### src/rtl/mp_add_seq_pkg.sv
// Shared widths, FSM state encoding and result-word payload for the multi-precision add sequencer.
package mp_add_seq_pkg;

   localparam int unsigned WORD_W = 32;
   localparam int unsigned IDX_W  = 4;

   typedef enum logic {
      ST_IDLE  = 1'b0,
      ST_CHAIN = 1'b1
   } state_e;

   typedef struct packed {
      logic [WORD_W-1:0] sum;
      logic              cout;
      logic              last;
      logic [IDX_W-1:0]  idx;
   } res_t;

endpackage

### src/rtl/fa32.sv
// 32-bit full adder: sum/cout of a + b + cin.
module fa32 (
   input  logic [31:0] a,
   input  logic [31:0] b,
   input  logic        cin,
   output logic [31:0] sum,
   output logic        cout
);

   localparam int unsigned W = 32;

   assign {cout, sum} = (W+1)'(a) + (W+1)'(b) + (W+1)'(cin);

endmodule

### src/rtl/mp_add_seq.sv
// Multi-precision add sequencer: chains fa32 carries across words, LSW first,
// and returns sum words through a one-entry back-pressurable output register.
module mp_add_seq
   import mp_add_seq_pkg::*;
#(
   parameter int unsigned WIDTH = WORD_W,
   parameter int unsigned IDXW  = IDX_W
) (
   input  logic             clk,
   input  logic             rst_n,
   input  logic             in_valid,
   output logic             in_ready,
   input  logic [WIDTH-1:0] in_a,
   input  logic [WIDTH-1:0] in_b,
   input  logic             in_cin,
   input  logic             in_first,
   input  logic             in_last,
   output logic             out_valid,
   input  logic             out_ready,
   output logic [WIDTH-1:0] out_sum,
   output logic             out_cout,
   output logic             out_last,
   output logic [IDXW-1:0]  out_idx,
   output logic             err
);

   state_e            state_q, state_d;
   res_t              res_q, res_d;
   logic              valid_q, valid_d;
   logic              carry_q, carry_d;
   logic [IDXW-1:0]   idx_q, idx_d;
   logic              err_q, err_d;

   logic              accept_c;
   logic              start_c;
   logic              frame_err_c;
   logic              carry_sel_c;
   logic [IDXW-1:0]   idx_sel_c;
   logic [WIDTH-1:0]  fa_sum;
   logic              fa_cout;

   assign in_ready = !valid_q | out_ready;
   assign accept_c = in_valid & in_ready;

   // A word opens a fresh operation when flagged first, or when nothing is open.
   assign start_c     = in_first | (state_q == ST_IDLE);
   assign frame_err_c = (state_q == ST_IDLE) ? !in_first : in_first;
   assign carry_sel_c = start_c ? in_cin : carry_q;
   assign idx_sel_c   = start_c ? '0 : idx_q;

   fa32 u_fa32 (
      .a    (in_a),
      .b    (in_b),
      .cin  (carry_sel_c),
      .sum  (fa_sum),
      .cout (fa_cout)
   );

   // Next-state and output-register update.
   always_comb begin
      state_d = state_q;
      res_d   = res_q;
      valid_d = valid_q;
      carry_d = carry_q;
      idx_d   = idx_q;
      err_d   = 1'b0;

      if (valid_q && out_ready) begin
         valid_d = 1'b0;
      end

      if (accept_c) begin
         valid_d   = 1'b1;
         res_d.sum = fa_sum;
         res_d.cout = fa_cout;
         res_d.last = in_last;
         res_d.idx  = idx_sel_c;
         carry_d   = fa_cout;
         idx_d     = idx_sel_c + IDXW'(1);
         err_d     = frame_err_c;
         state_d   = in_last ? ST_IDLE : ST_CHAIN;
      end
   end

   always_ff @(posedge clk or negedge rst_n) begin
      if (!rst_n) begin
         state_q <= ST_IDLE;
         res_q   <= '0;
         valid_q <= 1'b0;
         carry_q <= 1'b0;
         idx_q   <= '0;
         err_q   <= 1'b0;
      end else begin
         state_q <= state_d;
         res_q   <= res_d;
         valid_q <= valid_d;
         carry_q <= carry_d;
         idx_q   <= idx_d;
         err_q   <= err_d;
      end
   end

   assign out_valid = valid_q;
   assign out_sum   = res_q.sum;
   assign out_cout  = res_q.cout;
   assign out_last  = res_q.last;
   assign out_idx   = res_q.idx;
   assign err       = err_q;

endmodule
### config.mk
export PLATFORM = sky130hd
export DESIGN_NAME = mp_add_seq
export DESIGN_NICKNAME = d
export VERILOG_FILES = /design/src/rtl/mp_add_seq_pkg.sv /design/src/rtl/fa32.sv /design/src/rtl/mp_add_seq.sv
export SDC_FILE = /design/constraint.sdc
export NUM_CORES = 1
export LEC_CHECK = 0
export ABC_AREA = 1
export ABC_CLOCK_PERIOD_IN_PS = 2880
export BUFFER_PORTS_ARGS = -buffer_cell sky130_fd_sc_hd__buf_2
export CORE_MARGIN = 2
export CORE_UTILIZATION = 25
export DETAILED_ROUTE_END_ITERATION = 8
export GPL_TIMING_DRIVEN = 0
export HOLD_SLACK_MARGIN = 0.02
export PLACE_DENSITY = 0.48
export SLEW_MARGIN = 30
export SYNTH_ARGS = -nofsm -noshare
export SYNTH_HDL_FRONTEND = slang
export SYNTH_SLANG_ARGS = --single-unit
### constraint.sdc
create_clock -name clk -period 2.88 [get_ports clk]
set_input_delay 0.144 -clock clk [delete_from_list [all_inputs] [get_ports clk]]
set_output_delay 0.144 -clock clk [all_outputs]
set_load 0.01 [all_outputs]
==> impl_summary.txt, run 1 <==
----------------------------------------------------
[Floorplanning]
  Core region area ... 0.0165 mm²
  Placement Rows ... 47
  Starting utilization of the core area ... 0.255
  Number of placed I/O pins ... 112
  Die width ... 134 µm
  Die boundary height ... 134 µm
  Die footprint ... 0.0179 mm²

[Setup path]
  Worst Setup SP ... state_q
  Critical path launch point type ... register
  Critical Path, Cell by Cell ... ha_2 > mux2i_2 > fa_1 > inv_1 > fa_1 > nand3_1 > nand3_1 > nand3_1 > nand3_2 > xnor2_1 > o21ai_1
  CP endpoint kind ... register
  CP Class ... register to register
  Worst reg2reg path endpoint ... out_sum[12]
  Library cell appearing most often on the critical path ... sky130_fd_sc_hd__nand3_1
  Reg2Reg Depth ... 11
  Max Fanout on Critical Path ... 7
  Launch instance of the worst register-to-register path ... state_q
  Max stage delay cell, worst path ... sky130_fd_sc_hd__fa_1
  Delay of the slowest cell on the worst path ... 0.46 ns
  End point of the critical path ... out_sum[12]
  Data required time of the critical path ... 3.03 ns
  Arrival @ worst endpoint ... 2.79 ns
  Setup slack of the worst register-to-register path ... 0.24 ns

[Synth]
  Register bit total from synthesis ... 45
  Proportion of synthesized chip area in sequential cells ... 0.268
  Fraction of registers with async set/reset ... 1.00
  Post-Synthesis Cells ... 682
  Number of synthesized flops with an enable pin ... 0
  Area of the mapped netlist ... 0.00421 mm²
  Post-synthesis cell type count ... 32
  Cell types occupying the most area after synthesis ... sky130_fd_sc_hd__dfrtp_1, sky130_fd_sc_hd__nand2_1, sky130_fd_sc_hd__ha_1
  Post-synthesis average cell area ... 6.17 µm²
  Synthesis warning total ... 0
  Post-synthesis cell type with the largest combined area ... sky130_fd_sc_hd__dfrtp_1
  Yosys top cell area share ... 0.268
  Primary FF master, synth ... sky130_fd_sc_hd__dfrtp_1
  Total nets after synthesis ... 788

[Timing]
  Maximum achievable frequency ... 378 MHz
  Unrepaired setup endpoints after global routing ... false
  Final setup violation count ... 0
  Final critical delay including setup and external delays ... 2.64 ns
  Headroom to the max-slew limit ... 0.614
  Measured slew at the worst slew-check pin ... 0.578 ns
  Final clock period utilization by the worst path ... 0.918
  Accumulated negative setup slack ... 0 ns
  Max-slew violations ... 0
  Setup clock skew after layout ... 0.00301 ns
  Fin. Hold Viols ... 0
  Worst hold slack across all endpoints ... 0.0926 ns

[Route]
  Top sig layer ... met4
  Average wire per cell in the routed design ... 12.5 µm
  Sum of met3 wire segment lengths after detailed routing ... 446 µm
  Initial DRC count ... 187
  1st-pass router iterations ... 4
  Met2 Routed Length ... 5640 µm
  Via/cell ratio ... 4.12
  Post-route DRC violation count ... 0
  Detailed-route wire length on metal 1 ... 6620 µm
  DR vias ... 4211
  Antenna Nets Post-Route ... 0
  Total Wirelength ... 12800 µm

[Final layout]
  Ratio of cells with drive above 1 in the final layout ... 0.212
  Post-layout instance area ... 0.00523 mm²
  Area growth, synth to finish ... 24.2%
  Leading cell types in the layout, fill and taps excluded ... sky130_fd_sc_hd__nand2_1, sky130_fd_sc_hd__buf_2, sky130_fd_sc_hd__inv_1
  Nets@finish ... 906
  Count of filler cells inserted in the layout ... 1897
  Number of diodes ... 0
  Final cell utilization of the core ... 0.316
  Most frequent standard cell in the layout excluding fill and tap cells ... sky130_fd_sc_hd__nand2_1

[Placement]
  Area of placed instances ... 0.00504 mm²
  Final HPWL from detailed placement ... 11000 µm
  Port Buffers ... 111
  Gp weighted congestion ... 0.829

[Hold path]
  Min-delay worst type ... primary input to register

[GRT]
  Maximum number of pins on one net before global-route repair ... 46
  Global-route wire length before repair ... 21100 µm
  Overall track demand over capacity in global routing ... 0.148
  Vias in the first global route ... 4258
  Antenna violations before repair ... 0
  GR Overflow Total ... 0

[Power and ir drop]
  Power Dens Cells ... 469 mW/mm²
  Maximum resistive drop on vdd ... 0.000243 V
  Lkg Pwr ... 0.00307 µW

[CTS]
  Master cell of the clock root buffer ... sky130_fd_sc_hd__clkbuf_16
  Clock tree from TritonCTS ... yes
  Number of buffers inserted by post-CTS setup repair ... 0
  CTS buffer count ... 5
  CTS HTree Levels ... 2
  Clock edge transition at the registers on the reported setup and hold paths ... 0.06 ns
  Clock sink total ... 45
  Skew-Pair Late Insertion Delay ... 0.28 ns
  Worst-case clock buffer depth ... 2

[Run]
  Max-cap violation count ... 0

[Status]
  Run status ... finished clean

----------------------------------------------------
worst min-delay path by stage:
stage | start | endpoint | slack (ns) | cells after the start
floorplan | rst_n | carry_q | -0.15 | 0
global placement | rst_n | out_sum[2] | 0.39 | 1
detailed placement | rst_n | out_sum[0] | 0.19 | 1
CTS | in_last | out_last | 0.08 | 3
global route | in_last | out_last | 0.12 | 3
finish | in_last | out_last | 0.09 | 3
cells by family after synthesis:
group,after synthesis,share of synthesized area
fa+ha+maj,35,0.108
buf+inv,134,0.120
compound gates,50,0.0666
flops,45,0.268
simple gates,403,0.407
mux,1,0.00238
xor+xnor,14,0.0291
timing repair:
action | in CTS | in global routing
gates resized for setup | 1 | 1
endpoints found under the setup margin | 5 | 6
endpoints found under the hold margin | 45 | 0
hold buffers | 1 | 0
synthesized netlist by cell type (4+ instances only):
library cell	count
sky130_fd_sc_hd__nand3_2	7
sky130_fd_sc_hd__clkbuf_1	7
sky130_fd_sc_hd__inv_2	15
sky130_fd_sc_hd__nand2_1	274
sky130_fd_sc_hd__o21ai_0	13
sky130_fd_sc_hd__a21oi_1	20
sky130_fd_sc_hd__ha_1	33
sky130_fd_sc_hd__inv_1	110
sky130_fd_sc_hd__nand3_1	40
sky130_fd_sc_hd__nor2_2	4
sky130_fd_sc_hd__nand2_2	14
sky130_fd_sc_hd__nor3_1	4
sky130_fd_sc_hd__nor2_1	48
sky130_fd_sc_hd__dfrtp_1	45
sky130_fd_sc_hd__o21ai_1	7
sky130_fd_sc_hd__xnor2_1	14
power breakdown:
| group | total, µW | internal [µW] | switching (µW) | leakage, µW |
|---|---|---|---|---|
| sequential | 834 | 758 | 76.5 | 0.000554 |
| combinational | 960 | 364 | 595 | 0.00244 |
| clock | 660 | 433 | 227 | 0.0000841 |
cell type report:
cell class	count	area (µm²)	area share
sequential	45	1130	0.215
multi-input combinational	503	2580	0.494
timing repair buffer	112	568	0.109
clock inverter	1	30.0	0.00574
inverter	125	469	0.0898
tap	220	275	0.0527
buffer	8	32.5	0.00622
clock buffer	7	143	0.0273
sequential cells by signal, indices dropped and copies added (netlist names):
| signal | cells |
|---|---|
| err | 1 |
| out_idx | 4 |
| out_last | 1 |
| idx_q | 4 |
| out_sum | 32 |
| out_valid | 1 |
| state_q | 1 |
| carry_q | 1 |
layer usage:
metal	track usage	vias up
met5	0	-
met2	0.239	76
met4	0.0248	0
met3	0.0129	2
li1	-	2317
met1	0.216	1816
critical path, delay by kind of cell (launching register included):
family	cells	cell delay, ns
AOI/OAI and AO/OA	1	0.09
and+or+nand+nor	4	0.48
adders and majority gates	3	0.93
buffers and inverters	1	0.10
muxes	1	0.29
xor gates and xnor gates	1	0.24
DFF	1	0.35
through the flow:
| stage | setup slack, ns | power [µW] | instances |
|---|---|---|---|
| floorplan | 0.533 | 1430 | 682 |
| global placement | -0.0332 | 1810 | 1013 |
| detailed placement | -0.0261 | 1820 | 1013 |
| CTS | 0.0966 | 2500 | 1021 |
| global route | 0.0206 | 2660 | 1021 |
| finish | 0.238 | 2450 | 1021 |
Power figures use the tool's default switching activity.
==> inputs of run 2 (changes only) <==
- ABC_CLOCK_PERIOD_IN_PS: 2880 -> 2250
- PLACE_DENSITY: 0.48 -> 0.49
- clock period: 2.88 -> 2.25 ns (I/O delays scaled with it)
==> run 2 against run 1 <==
The flow now finishes with violations (negative setup slack). Non-clock buffer count grew 12. Utilization grew 1.9 points. Largest cell class unchanged. Maximum frequency grew 12%. Critical endpoint is now out_sum[20]. Largest power group unchanged. Power rose by 27%. Critical path depth rose by 3. Register-to-register slack got worse by 0.35 ns. Combinational power up 41%. Flip-flop and latch count did not move. Highest routed layer unchanged. Global-route usage shrank 0.095 points.
==> impl_summary.txt, run 2 (synthesized netlist as in run 1, its figures left out) <==
----------------------------------------------------
[CTS]
  CTS HTree Levels ... 2
  Worst-case clock buffer depth ... 2
  Clock edge transition at the registers on the reported setup and hold paths ... 0.06 ns
  Clock tree from TritonCTS ... yes
  Skew-Pair Late Insertion Delay ... 0.28 ns
  Master cell of the clock root buffer ... sky130_fd_sc_hd__clkbuf_16
  CTS buffer count ... 5
  Clock sink total ... 45

[GRT]
  Overall track demand over capacity in global routing ... 0.147
  Global-route wire length before repair ... 21100 µm
  Antenna violations before repair ... 0
  GR Overflow Total ... 0
  Maximum number of pins on one net before global-route repair ... 46
  Vias in the first global route ... 4190

[Power and ir drop]
  Maximum resistive drop on vdd ... 0.000380 V
  Lkg Pwr ... 0.00321 µW
  Total chip power ... 3120 µW
  Power Dens Cells ... 564 mW/mm²

[Timing]
  Measured slew at the worst slew-check pin ... 0.575 ns
  Setup clock skew after layout ... 0.00297 ns
  Final clock period utilization by the worst path ... 1.05
  Headroom to the max-slew limit ... 0.616
  Fin. Hold Viols ... 0
  Worst hold slack across all endpoints ... 0.0700 ns
  Accumulated negative setup slack ... -0.839 ns
  Final setup violation count ... 13
  Final critical delay including setup and external delays ... 2.36 ns
  Unrepaired setup endpoints after global routing ... true
  Max-slew violations ... 0
  Maximum achievable frequency ... 424 MHz
  Least setup slack across all paths after layout ... -0.109 ns

[Setup path]
  Critical Path, Cell by Cell ... ha_4 > mux2i_4 > fa_2 > inv_4 > fa_2 > nand3_2 > nand3_4 > nand3_2 > nand3_4 > nand3_2 > nand2_1 > nand2_1 > nand3_1 > nand2_1
  Arrival @ worst endpoint ... 2.54 ns
  Delay of the slowest cell on the worst path ... 0.41 ns
  Data required time of the critical path ... 2.43 ns
  CP endpoint kind ... register
  Critical path launch point type ... register
  CP Class ... register to register
  Max stage delay cell, worst path ... sky130_fd_sc_hd__dfrtp_1
  Max Fanout on Critical Path ... 4

[Route]
  Post-route DRC violation count ... 0
  Total Wirelength ... 12800 µm
  DR vias ... 4285
  Antenna Nets Post-Route ... 0
  1st-pass router iterations ... 4
  Initial DRC count ... 159
  Average wire per cell in the routed design ... 12.4 µm
  Via/cell ratio ... 4.15

[Placement]
  Gp weighted congestion ... 0.860
  Placement Setup Slack ... -0.448 ns
  Port Buffers ... 111
  Final HPWL from detailed placement ... 10900 µm

[Hold path]
  Min-delay worst type ... primary input to register

[Floorplanning]
  Number of placed I/O pins ... 112
  Die footprint ... 0.0179 mm²
  Placement Rows ... 47
  Die boundary height ... 134 µm
  Core region area ... 0.0165 mm²
  Die width ... 134 µm
  Starting utilization of the core area ... 0.255

[Final layout]
  Most frequent standard cell in the layout excluding fill and tap cells ... sky130_fd_sc_hd__nand2_1
  Count of filler cells inserted in the layout ... 1837
  Nets@finish ... 918
  Number of diodes ... 0
  Number of flip-flops in the largest register ... 32
  Leading cell types in the layout, fill and taps excluded ... sky130_fd_sc_hd__nand2_1, sky130_fd_sc_hd__buf_2, sky130_fd_sc_hd__inv_1
  Area growth, synth to finish ... 31.5%
  Final cell utilization of the core ... 0.335
  Ratio of cells with drive above 1 in the final layout ... 0.273

[Run]
  Max-cap violation count ... 0

[Status]
  Violated checks ... negative setup slack
  Run status ... finished, violations left

----------------------------------------------------
-- run 2: changes by cell type in the layout (fill, tap and decap cells not counted), sizes merged --
cell | before | now
bufinv | 1 | 0
buf | 113 | 125
clkinvlp | 0 | 1
-- run 2: stage by stage --
| stage | std cells | area (µm²) |
|---|---|---|
| after floorplan | 682 | 4220 |
| after global placement | 1013 | 5050 |
| after detailed placement | 1013 | 5050 |
| after CTS | 1027 | 5320 |
| after global routing | 1033 | 5540 |
| final | 1033 | 5540 |
-- run 2: power breakdown --
| part | internal [µW] | switching (µW) |
|---|---|---|
| clock | 412 | 293 |
| sequential | 970 | 96.2 |
| combinational | 537 | 813 |
| total | 1920 | 1200 |
-- run 2: final cells by class --
type	instances	area [µm²]	area share
clock inverters	1	7.51	0.00136
multi-input cells	503	2830	0.512
flip-flops and latches	45	1130	0.203
repair buffers	124	658	0.119
well taps	220	275	0.0497
clock buffers	7	133	0.0240
inverters	125	472	0.0852
plain buffers	8	32.5	0.00588
-- run 2: repair_timing --
action                                  4_1_cts  5_1_grt
endpoints found under the setup margin       24       21
gates cloned                                  0        0
pin swaps                                    10       18
gates resized for setup                      17       37
hold buffers                                  1        0
endpoints found under the hold margin        45        0
buffers inserted                              6        6
-- run 2: critical path, delay by kind of cell, from the launching register on --
family | cells | cell delay (ns)
simple gates | 9 | 0.78
buf+inv | 1 | 0.08
mux | 1 | 0.19
fa+ha+maj | 3 | 0.79
flops | 1 | 0.41
-- run 2: path summary, 6_finish.rpt --
| path | slack, ns | start | depth (start not counted) | endpoint |
|---|---|---|---|---|
| setup / recovery | -0.11 | state_q | 14 | out_sum[20] |
| hold / removal | 0.07 | in_last | 3 | out_last |
| setup reg to reg | -0.11 | state_q | 14 | out_sum[20] |
| hold reg to reg | 0.47 | out_sum[20] | 2 | out_sum[20] |
| max in group asynchronous | 1.49 | rst_n | 2 | out_sum[23] |
| min in group asynchronous | 0.37 | rst_n | 2 | out_sum[0] |
-- run 2: metal layers --
metal,track usage,wire (µm)
met4,0.0213,104
met2,0.239,5740
met5,0,0
met1,0.212,6450
met3,0.0167,546
==> inputs of run 3 (changes only) <==
- ABC_CLOCK_PERIOD_IN_PS: 2250 -> 3100
- PLACE_DENSITY: 0.49 -> 0.48
- clock period: 2.25 -> 3.1 ns (I/O delays scaled with it)
==> run 3 against run 2 <==
The run now ends clean. Worst setup slack gained 0.37 ns. Wire length fell by 0.65%. Non-clock buffer count is 11 lower. Largest cell class unchanged. Highest routed layer unchanged. Clock power is 13% lower.
==> impl_summary.txt, run 3 (synthesized netlist as in run 1, its figures left out) <==
----------------------------------------------------
[Timing]
  Maximum achievable frequency ... 352 MHz
  Final critical delay including setup and external delays ... 2.84 ns
  Headroom to the max-slew limit ... 0.612
  Max-slew violations ... 0
  Final clock period utilization by the worst path ... 0.916
  Accumulated negative setup slack ... 0 ns
  Unrepaired setup endpoints after global routing ... false
  Fin. Hold Viols ... 0
  Setup clock skew after layout ... 0.00292 ns
  Measured slew at the worst slew-check pin ... 0.581 ns
  Final setup violation count ... 0

[Floorplanning]
  Placement Rows ... 47
  Die boundary height ... 134 µm
  Die width ... 134 µm
  Number of placed I/O pins ... 112
  Die footprint ... 0.0179 mm²
  Core region area ... 0.0165 mm²
  Starting utilization of the core area ... 0.255

[GRT]
  Antenna violations before repair ... 0
  Maximum number of pins on one net before global-route repair ... 46
  Global-route wire length before repair ... 21100 µm
  Overall track demand over capacity in global routing ... 0.147
  GR Overflow Total ... 0
  Vias in the first global route ... 4263

[CTS]
  Worst-case clock buffer depth ... 2
  Master cell of the clock root buffer ... sky130_fd_sc_hd__clkbuf_16
  Skew-Pair Late Insertion Delay ... 0.28 ns
  Clock sink total ... 45
  CTS HTree Levels ... 2
  Hold-fix buffer count after cts ... 1
  CTS buffer count ... 5
  Resize count post-CTS ... 0
  Number of buffers inserted by post-CTS setup repair ... 0
  Clock edge transition at the registers on the reported setup and hold paths ... 0.06 ns
  Clock tree from TritonCTS ... yes

[Hold path]
  Min-delay worst type ... primary input to register
  Depth of the worst hold-timing path ... 3

[Route]
  Total Wirelength ... 12800 µm
  Antenna Nets Post-Route ... 0
  1st-pass router iterations ... 4
  Post-route DRC violation count ... 0
  Average wire per cell in the routed design ... 12.5 µm
  DR vias ... 4217
  Initial DRC count ... 161
  Via/cell ratio ... 4.13

[Setup path]
  CP endpoint kind ... register
  CP Class ... register to register
  Reg2Reg Depth ... 12
  Max Fanout on Critical Path ... 7
  Critical path launch point type ... register
  Arrival @ worst endpoint ... 2.99 ns
  Data required time of the critical path ... 3.25 ns

[Placement]
  Final HPWL from detailed placement ... 11000 µm
  Port Buffers ... 111
  Gp weighted congestion ... 0.829

[Power and ir drop]
  Power Dens Cells ... 436 mW/mm²
  Lkg Pwr ... 0.00308 µW
  Maximum resistive drop on vdd ... 0.000225 V

[Run]
  Max-cap violation count ... 0

[Final layout]
  Count of filler cells inserted in the layout ... 1897
  Area growth, synth to finish ... 24.1%
  Final cell utilization of the core ... 0.316
  Area taken by multi-input logic gates ... 0.00258 mm²
  Number of diodes ... 0
  Ratio of cells with drive above 1 in the final layout ... 0.209
  Number of flip-flops in the largest register ... 32
  Sequential cell area in the final layout ... 0.00113 mm²
  Leading cell types in the layout, fill and taps excluded ... sky130_fd_sc_hd__nand2_1, sky130_fd_sc_hd__buf_2, sky130_fd_sc_hd__inv_1
  Most frequent standard cell in the layout excluding fill and tap cells ... sky130_fd_sc_hd__nand2_1
  Nets@finish ... 907

[Status]
  Run status ... finished clean

----------------------------------------------------
==> run 3: cell count changes in the layout (fill, tap and decap cells not counted), moves of 2 or more <==
cell,before,now
sky130_fd_sc_hd__o21ai_1,10,7
sky130_fd_sc_hd__nand2_4,5,1
sky130_fd_sc_hd__nand2_2,22,14
sky130_fd_sc_hd__buf_4,13,1
sky130_fd_sc_hd__nand3_4,4,0
sky130_fd_sc_hd__nand2_1,262,274
sky130_fd_sc_hd__nand3_1,21,40
sky130_fd_sc_hd__xnor2_2,6,0
sky130_fd_sc_hd__xnor2_1,8,14
sky130_fd_sc_hd__fa_2,2,0
sky130_fd_sc_hd__fa_1,0,2
sky130_fd_sc_hd__nand3_2,22,7
sky130_fd_sc_hd__o21ai_0,10,13
==> run 3: area by class of cell <==
type	count	area share
plain buffers	9	0.00694
clock buffers	7	0.0273
clock inverters	1	0.00575
inverters	125	0.0898
multi-input cells	503	0.493
flip-flops and latches	45	0.216
well taps	220	0.0527
repair buffers	112	0.109
==> run 3: power breakdown <==
part	total, µW	internal [µW]	leakage, µW	switching [µW]
clock	612	403	0.0000841	210
combinational	890	337	0.00244	553
sequential	774	704	0.000554	70.3
total	2280	1440	0.00308	833
==> run 3: through the flow <==
stage / area (µm²) / std cells / hold WS, ns / total power (µW) / worst slack, ns
floorplan: 4210 / 682 / -0.141 / 1330 / 0.753
global placement: 5040 / 1013 / 0.399 / 1680 / 0.187
detailed placement: 5040 / 1013 / 0.202 / 1690 / 0.194
CTS: 5230 / 1022 / 0.0931 / 2320 / 0.176
global route: 5230 / 1022 / 0.130 / 2470 / 0.0141
finish: 5230 / 1022 / 0.102 / 2280 / 0.259
==> run 3: worst max-delay path: stages, from the launching register on <==
cell and delay [ns]:
sky130_fd_sc_hd__dfrtp_1 0.35, sky130_fd_sc_hd__ha_1 0.14, sky130_fd_sc_hd__clkbuf_1 0.27, sky130_fd_sc_hd__mux2i_1 0.33, sky130_fd_sc_hd__fa_1 0.22, sky130_fd_sc_hd__inv_1 0.10
sky130_fd_sc_hd__fa_1 0.46, sky130_fd_sc_hd__nand3_1 0.11, sky130_fd_sc_hd__nand3_1 0.14, sky130_fd_sc_hd__nand3_1 0.12, sky130_fd_sc_hd__nand3_2 0.11, sky130_fd_sc_hd__xnor2_1 0.24
sky130_fd_sc_hd__o21ai_1 0.09
==> run 3: worst paths after layout <==
check	from	end	slack, ns
setup reg to reg	state_q	out_sum[12]	0.26
max in group asynchronous	rst_n	err	2.28
hold / removal	in_last	out_last	0.10
min in group asynchronous	rst_n	out_sum[4]	0.41
setup / recovery	state_q	out_sum[12]	0.26
hold reg to reg	out_sum[30]	out_sum[30]	0.48
==> run 3: routing by layer <==
metal | share of wire | vias up | track usage
met5 | 0 | - | 0
met2 | 0.45 | 69 | 0.239
met1 | 0.52 | 1827 | 0.216
met4 | 0.0038 | 0 | 0.0248
met3 | 0.029 | 2 | 0.0129
li1 | - | 2319 | -
